$ cat src/rtl/sio_host_pkg.sv
// Shared definitions for the escaped-serial memory protocol, used by both
// the host (initiator) and the device-side protocol block.
package sio_defs;

    localparam int CMD_W  = 4;
    localparam int ADDR_W = 20;
    localparam int LEN_W  = 17;

    typedef logic [CMD_W-1:0] cmd_t;

    localparam cmd_t CMD_PING     = 4'd0;
    localparam cmd_t CMD_WRITE    = 4'd1;
    localparam cmd_t CMD_READ_16  = 4'd2;
    localparam cmd_t CMD_READ_1K  = 4'd3;
    localparam cmd_t CMD_READ_64K = 4'd4;

    // Three header bytes following the opening flag, in wire order.
    typedef struct packed {
        logic [7:0] b0;
        logic [7:0] b1;
        logic [7:0] b2;
    } sio_hdr_t;

    function automatic logic [LEN_W-1:0] reply_len(input cmd_t cmd);
        case (cmd)
            CMD_READ_16:  reply_len = 17'd16;
            CMD_READ_1K:  reply_len = 17'd1024;
            CMD_READ_64K: reply_len = 17'd65536;
            default:      reply_len = 17'd0;
        endcase
    endfunction

    function automatic sio_hdr_t make_hdr(input cmd_t cmd, input logic [ADDR_W-1:0] addr);
        make_hdr.b0 = {cmd, addr[19:16]};
        make_hdr.b1 = addr[15:8];
        make_hdr.b2 = addr[7:0];
    endfunction

endpackage

$ cat src/rtl/sio_host_rx.sv
// Reply parser for sio_host: checks the echoed header, forwards data bytes,
// and raises a one-cycle error on bad header, stray flag or reply silence.
//
// state     | meaning
// IDLE      | no command, or command already aborted
// WAIT_FLAG | waiting for the reply's opening flag
// H0..H2    | comparing echoed header bytes
// DATA      | forwarding reply bytes, counting down
// FIN       | reply complete; waiting for the top level to finish
module sio_host_rx
    import sio_defs::*;
#(
    parameter logic [23:0] TIMEOUT = 24'd12000000
) (
    input  logic             mclk,
    input  logic             reset,
    input  logic             start,
    input  logic             busy,
    input  sio_hdr_t         hdr,
    input  logic [LEN_W-1:0] len,
    input  logic [7:0]       rx_data,
    input  logic             rx_data_strobe,
    input  logic             rx_flag,
    output logic [7:0]       rd_data,
    output logic             rd_strobe,
    output logic             fin,
    output logic             err
);

    localparam logic [2:0] RX_IDLE      = 3'd0;
    localparam logic [2:0] RX_WAIT_FLAG = 3'd1;
    localparam logic [2:0] RX_H0        = 3'd2;
    localparam logic [2:0] RX_H1        = 3'd3;
    localparam logic [2:0] RX_H2        = 3'd4;
    localparam logic [2:0] RX_DATA      = 3'd5;
    localparam logic [2:0] RX_FIN       = 3'd6;

    logic [2:0]       state;
    logic [LEN_W-1:0] remaining;
    logic [23:0]      tcnt;
    logic [7:0]       exp_byte;
    logic             rx_event;
    logic             timeout_hit;

    assign rx_event    = rx_data_strobe || rx_flag;
    assign timeout_hit = (tcnt == TIMEOUT - 24'd1) && !rx_event;
    assign fin         = (state == RX_FIN);

    always_comb begin
        exp_byte = hdr.b2;
        case (state)
            RX_H0:   exp_byte = hdr.b0;
            RX_H1:   exp_byte = hdr.b1;
            default: exp_byte = hdr.b2;
        endcase
    end

    always_ff @(posedge mclk or posedge reset) begin
        if (reset) begin
            state     <= RX_IDLE;
            remaining <= '0;
            tcnt      <= '0;
            rd_data   <= '0;
            rd_strobe <= 1'b0;
            err       <= 1'b0;
        end else begin
            rd_strobe <= 1'b0;
            err       <= 1'b0;
            if (start) begin
                state <= RX_WAIT_FLAG;
                tcnt  <= '0;
            end else if (!busy || state == RX_IDLE) begin
                state <= RX_IDLE;
                tcnt  <= '0;
            end else begin
                tcnt <= rx_event ? 24'd0 : tcnt + 24'd1;
                if (timeout_hit) begin
                    err   <= 1'b1;
                    state <= RX_IDLE;
                end else begin
                    case (state)
                        RX_WAIT_FLAG: if (rx_flag) state <= RX_H0;
                        RX_H0, RX_H1, RX_H2: begin
                            // flag wins over a simultaneous data strobe
                            if (rx_flag) begin
                                err   <= 1'b1;
                                state <= RX_IDLE;
                            end else if (rx_data_strobe) begin
                                if (rx_data != exp_byte) begin
                                    err   <= 1'b1;
                                    state <= RX_IDLE;
                                end else if (state == RX_H2) begin
                                    remaining <= len;
                                    state     <= (len == '0) ? RX_FIN : RX_DATA;
                                end else begin
                                    state <= state + 3'd1;
                                end
                            end
                        end
                        RX_DATA: begin
                            if (rx_flag) begin
                                err   <= 1'b1;
                                state <= RX_IDLE;
                            end else if (rx_data_strobe) begin
                                rd_data   <= rx_data;
                                rd_strobe <= 1'b1;
                                remaining <= remaining - 17'd1;
                                if (remaining == 17'd1) state <= RX_FIN;
                            end
                        end
                        default: ;
                    endcase
                end
            end
        end
    end

endmodule

$ cat src/rtl/sio_host.sv
// Initiator side of the escaped-serial memory protocol: sends command
// packets to the UART and hands the reply stream to sio_host_rx.
//
// state | meaning
// IDLE  | nothing to send
// FLAG  | opening flag
// HDR0  | {cmd, addr[19:16]}
// HDR1  | addr[15:8]
// HDR2  | addr[7:0]
// WDATA | streaming write bytes from the requester
// WFLAG | closing flag after write data (or on abort mid-write)
module sio_host
    import sio_defs::*;
#(
    parameter logic [23:0] TIMEOUT = 24'd12000000
) (
    input  logic        mclk,
    input  logic        reset,
    input  logic        req_valid,
    output logic        req_ready,
    input  logic [3:0]  req_cmd,
    input  logic [19:0] req_addr,
    input  logic [7:0]  wr_data,
    input  logic        wr_valid,
    input  logic        wr_last,
    output logic        wr_ready,
    output logic [7:0]  rd_data,
    output logic        rd_strobe,
    output logic        done,
    output logic        err,
    input  logic        tx_ready,
    output logic [7:0]  tx_data,
    output logic        tx_data_strobe,
    output logic        tx_flag,
    input  logic [7:0]  rx_data,
    input  logic        rx_data_strobe,
    input  logic        rx_flag
);

    localparam logic [2:0] TX_IDLE  = 3'd0;
    localparam logic [2:0] TX_FLAG  = 3'd1;
    localparam logic [2:0] TX_HDR0  = 3'd2;
    localparam logic [2:0] TX_HDR1  = 3'd3;
    localparam logic [2:0] TX_HDR2  = 3'd4;
    localparam logic [2:0] TX_WDATA = 3'd5;
    localparam logic [2:0] TX_WFLAG = 3'd6;

    logic [2:0]        tx_state;
    logic              busy;
    logic              aborting;
    logic              prev_tx;
    logic              accept;
    logic              issue_ok;
    logic              tx_sent;
    logic              rx_fin;
    logic              rx_err;
    cmd_t              cmd_q;
    logic [ADDR_W-1:0] addr_q;
    logic [LEN_W-1:0]  len_q;
    sio_hdr_t          hdr;

    assign req_ready = !busy;
    assign accept    = req_valid && !busy;
    assign hdr       = make_hdr(cmd_q, addr_q);
    // UART needs a quiet cycle between consecutive strobes/flags
    assign issue_ok  = tx_ready && !prev_tx;
    assign tx_sent   = tx_data_strobe || tx_flag;
    assign err       = rx_err;

    always_comb begin
        tx_flag        = 1'b0;
        tx_data_strobe = 1'b0;
        tx_data        = '0;
        wr_ready       = 1'b0;
        case (tx_state)
            TX_FLAG, TX_WFLAG: tx_flag = issue_ok;
            TX_HDR0: begin
                tx_data_strobe = issue_ok;
                tx_data        = hdr.b0;
            end
            TX_HDR1: begin
                tx_data_strobe = issue_ok;
                tx_data        = hdr.b1;
            end
            TX_HDR2: begin
                tx_data_strobe = issue_ok;
                tx_data        = hdr.b2;
            end
            TX_WDATA: begin
                tx_data_strobe = issue_ok && wr_valid;
                wr_ready       = issue_ok && wr_valid;
                tx_data        = wr_data;
            end
            default: ;
        endcase
    end

    always_ff @(posedge mclk or posedge reset) begin
        if (reset) begin
            tx_state <= TX_IDLE;
            busy     <= 1'b0;
            aborting <= 1'b0;
            prev_tx  <= 1'b0;
            done     <= 1'b0;
            cmd_q    <= '0;
            addr_q   <= '0;
            len_q    <= '0;
        end else begin
            prev_tx <= tx_sent;
            done    <= 1'b0;
            if (accept) begin
                busy     <= 1'b1;
                aborting <= 1'b0;
                cmd_q    <= req_cmd;
                addr_q   <= req_addr;
                len_q    <= reply_len(req_cmd);
                tx_state <= TX_FLAG;
            end else if (busy) begin
                case (tx_state)
                    TX_FLAG:  if (tx_sent) tx_state <= TX_HDR0;
                    TX_HDR0:  if (tx_sent) tx_state <= TX_HDR1;
                    TX_HDR1:  if (tx_sent) tx_state <= TX_HDR2;
                    TX_HDR2:  if (tx_sent) tx_state <= (cmd_q == CMD_WRITE) ? TX_WDATA : TX_IDLE;
                    TX_WDATA: if (tx_sent && wr_last) tx_state <= TX_WFLAG;
                    TX_WFLAG: if (tx_sent) tx_state <= TX_IDLE;
                    default: ;
                endcase
                if (rx_err) begin
                    // a write in progress still gets its closing flag
                    aborting <= 1'b1;
                    if (tx_state == TX_WDATA)
                        tx_state <= TX_WFLAG;
                    else if (tx_state != TX_WFLAG)
                        tx_state <= TX_IDLE;
                end else if (tx_state == TX_IDLE) begin
                    if (aborting) begin
                        busy     <= 1'b0;
                        aborting <= 1'b0;
                    end else if (rx_fin) begin
                        busy <= 1'b0;
                        done <= 1'b1;
                    end
                end
            end
        end
    end

    sio_host_rx #(
        .TIMEOUT (TIMEOUT)
    ) u_rx (
        .mclk           (mclk),
        .reset          (reset),
        .start          (accept),
        .busy           (busy),
        .hdr            (hdr),
        .len            (len_q),
        .rx_data        (rx_data),
        .rx_data_strobe (rx_data_strobe),
        .rx_flag        (rx_flag),
        .rd_data        (rd_data),
        .rd_strobe      (rd_strobe),
        .fin            (rx_fin),
        .err            (rx_err)
    );

endmodule

$ cat config.mk
export PLATFORM = sky130hd
export DESIGN_NAME = sio_host
export DESIGN_NICKNAME = d
export VERILOG_FILES = /design/src/rtl/sio_host_pkg.sv /design/src/rtl/sio_host_rx.sv /design/src/rtl/sio_host.sv
export SDC_FILE = /design/constraint.sdc
export NUM_CORES = 1
export LEC_CHECK = 0
export ABC_CLOCK_PERIOD_IN_PS = 3650
export CAP_MARGIN = 30
export CORE_UTILIZATION = 41
export CTS_BUF_LIST = sky130_fd_sc_hd__clkbuf_4 sky130_fd_sc_hd__clkbuf_8 sky130_fd_sc_hd__clkbuf_16
export DETAILED_ROUTE_END_ITERATION = 7
export HOLD_SLACK_MARGIN = 0.08
export PLACE_DENSITY = 0.74
export SLEW_MARGIN = 15
export SYNTH_ARGS = -nofsm -noshare
export SYNTH_HDL_FRONTEND = slang
export SYNTH_HIERARCHICAL = 1
export SYNTH_SLANG_ARGS = --single-unit
$ cat constraint.sdc
create_clock -name mclk -period 3.65 [get_ports mclk]
set_input_delay 0.73 -clock mclk [delete_from_list [all_inputs] [get_ports mclk]]
set_output_delay 0.73 -clock mclk [all_outputs]
set_load 0.005 [all_outputs]
==> flow_metrics.py <==
metrics = {
    "logic_synthesis": {
        "synth.area.mux_share": 0.0522,
        "ys.flop_type": "dfrtp_1",
        "yosysUniqueCellTypes": 67,
        "syn_avg_cell_area_sq_um": 8.86,
        "syn_inst": 587,
        "synthAdderAreaFrac": 0.0192,
        "synth.area.top_cells": "dfrtp_1, nand2_1, nor2_1",
        "synth_warnings": 6,
        "synthXorXnorAreaFrac": 0.0438,
        "synth_compound_area_frac": 0.155,
        "synth_top_family_by_area": "simple AND/OR/NAND/NOR gates",
        "async_reset_ff_frac": 1.00,
        "yosys.area.top_type": "dfrtp_1",
        "synth_seq_cells": 88,
        "synth_common_cells": "nand2_1, dfrtp_1, nor2_1",
        "synth-simple-area-share": 0.255,
        "synth-seq-area-share": 0.423,
        "syn-cell-area_sq_um": 5200,
        "post-synth-top-count-cell": "nand2_1",
        "synth_edf_count": 0,
        "yosysTopAreaCellShare": 0.423,
    },
    "critical_path": {
        "critPathArrivalTime_ns": 3.54,
        "cp-startpoint": "u_rx/state[1]$_DFFE_PP0P_",
        "cp_top_family": "compound AO/OA/AOI/OAI gates",
        "worstPathRequired_ns": 3.87,
        "start_kind": "flop",
        "cp_slowest_cell": "a21boi_1",
        "worstReg2RegStart": "u_rx/state[1]$_DFFE_PP0P_",
        "critPathKind": "reg -> reg",
        "max_stage_delay_ns": 0.76,
        "end_kind": "flop",
        "crit_fanout": 11,
        "crit_chain": "ha_1 > ha_1 > a22o_1 > o221a_2 > o211ai_1 > nor4_1 > a21boi_1 > buf_4 > nor4_1 > a211o_1",
        "crit_buf_inv": 1,
    },
    "routing": {
        "drtIter0Drc": 359,
        "ant_nets": 0,
        "wire_per_inst_um": 15.7,
        "routed-via-count": 4632,
        "first_pass_iters": 5,
        "drc": 0,
        "vias_per_cell": 5.49,
        "wirelength_um": 13300,
    },
    "grt": {
        "overflow": 0,
        "grt_pass1_vias": 4577,
        "grt_pass1_wl_um": 22000,
        "grt_usage": 0.213,
        "grt_max_degree": 35,
        "antenna_found_initial": 0,
    },
    "finish": {
        "syn_to_final_growth_pct": 22.5,
        "fin_util": 0.522,
        "antenna_cells": 0,
        "fin_nets": 727,
        "final_cells": 844,
        "drive_gt1_frac": 0.0784,
    },
    "timing": {
        "slew_violations": 0,
        "timing.final.hold_violations": 0,
        "rsz0062_at_grt": "no",
        "period_needed_ns": 3.32,
        "setup_tns_ns": 0,
        "hold_slack_ns": 0.498,
        "fmax_mhz": 302,
        "fin_crit_sh": 0.908,
        "skew_ns": 0.00595,
        "slew_headroom": 0.362,
        "worst_pin_slew_ns": 0.954,
        "finalSetupViolCount": 0,
    },
    "cts": {
        "cts_tree": "built",
        "worstSkewPairLatency_ns": 0.33,
        "cts.sinks": 88,
        "cts_max_level": 3,
        "cts_hold_buffers": 0,
        "clockRootBuffer": "clkbuf_16",
        "post-cts-setup-buffers": 0,
        "cts_buffers": 9,
        "cts.reportedPaths.clkPinSlew_ns": 0.06,
        "cts_resized": 0,
        "cts_buffer_depth": 2,
    },
    "placement": {
        "dp_hpwl_um": 9640,
        "placed_cells": 828,
        "place_congestion": 0.952,
        "numPortBuffers": 70,
    },
    "flow_run": {
        "maxCapViolCount": 0,
    },
    "floorplanning": {
        "die_w_um": 115,
        "design.die.area_sq_um": 13100,
        "io_pins": 71,
        "start_util": 0.426,
        "row_count": 40,
        "design.core.area_sq_um": 12200,
        "die_y_um": 115,
    },
    "power_and_ir_drop": {
        "total_leakage_power_nw": 2.74,
        "ir_drop_mv": 0.223,
        "p_per_area_nw_per_um2": 545,
    },
    "worst_hold_path": {
        "holdCritPathClass": "reg -> reg",
        "hp-start": "aborting$_DFFE_PP0P_",
    },
    "outcome": {
        "status": "completed",
    },
}
cell usage in the layout (no fill, tap or decap), types with 9 or more instances in the layout:
cell type and instances:
nand2_1 109, dfrtp_1 88, clkdlybuf4s50_1 70, nor2_1 54
conb_1 28, o21ai_0 25, a21oi_1 23, nor3_1 19
xor2_1 18, mux2i_1 17, nor4_1 14, nand3_1 13
inv_1 11, o31ai_1 10, o22ai_1 10, nand2b_1 9
mux2_2 9, clkbuf_16 9, buf_4 9
sequential cells by signal (all words and copies together), names as in the netlist, 3 cells and up:
signal and count:
addr_q 20, u_rx/state 3, u_rx/remaining 17, tx_state 3, u_rx/rd_data 8, len_q 3
u_rx/tcnt 24, cmd_q 4
final timing paths:
check / slack (ns) / cells past startpoint / to
max in group asynchronous: 2.00 / 3 / u_rx/rd_data[0]$_DFFE_PP0P_
min reg2reg: 0.50 / 1 / done$_DFF_PP0_
min in group asynchronous: 0.88 / 2 / u_rx/remaining[6]$_DFFE_PP0P_
min: 0.50 / 1 / done$_DFF_PP0_
max reg2reg: 0.33 / 10 / u_rx/remaining[0]$_DFFE_PP0P_
max: 0.33 / 10 / u_rx/remaining[0]$_DFFE_PP0P_
per-stage QoR:
stage | worst slack [ns] | cell area, sq um | total power, mW
detailed placement | 0.340 | 6070 | 2.57
finish | 0.335 | 6370 | 3.47
global route | 0.197 | 6370 | 3.67
global placement | 0.392 | 6070 | 2.53
CTS | 0.463 | 6370 | 3.47
floorplan | 1.02 | 5300 | 2.19
worst register-to-register path: cells and delay by family (launching register included):
family          cells  cell delay [ns]
fa+ha+maj           2             0.56
simple gates        2             0.16
compound gates      5             1.70
flops               1             0.46
buf+inv             1             0.32
area by class of cell:
cell class              instances  area [sq um]
clock buffers                  13           274
clock inverters                 3          25.0
fillers                      1133          5840
inverters                      15          56.3
multi-input cells             478          2840
flip-flops and latches         88          2200
well taps                     168           210
repair buffers                 79           768
cells by family after synthesis:
logic type      after synthesis
mux                          26
flops                        88
simple gates                270
fa+ha+maj                     8
xor+xnor                     26
compound gates              120
other cells                   1
buf+inv                      48
per-layer routing:
layer | share of wire | up-vias | wire length, um | track usage
met5 | 0 | - | 0 | 0
met1 | 0.45 | 2245 | 5950 | 0.268
met3 | 0.046 | 23 | 606 | 0.0381
li1 | - | 2221 | - | -
met4 | 0.019 | 0 | 258 | 0.0727
met2 | 0.49 | 143 | 6470 | 0.368
where the power goes:
group,total [mW],switching (mW),internal (mW),leakage [nW]
logic,1.03,0.497,0.533,1.43
clock network,0.895,0.368,0.527,0.145
registers,1.55,0.343,1.20,1.16
total,3.47,1.21,2.26,2.74
Note: power is estimated with default switching activity, not from simulation.
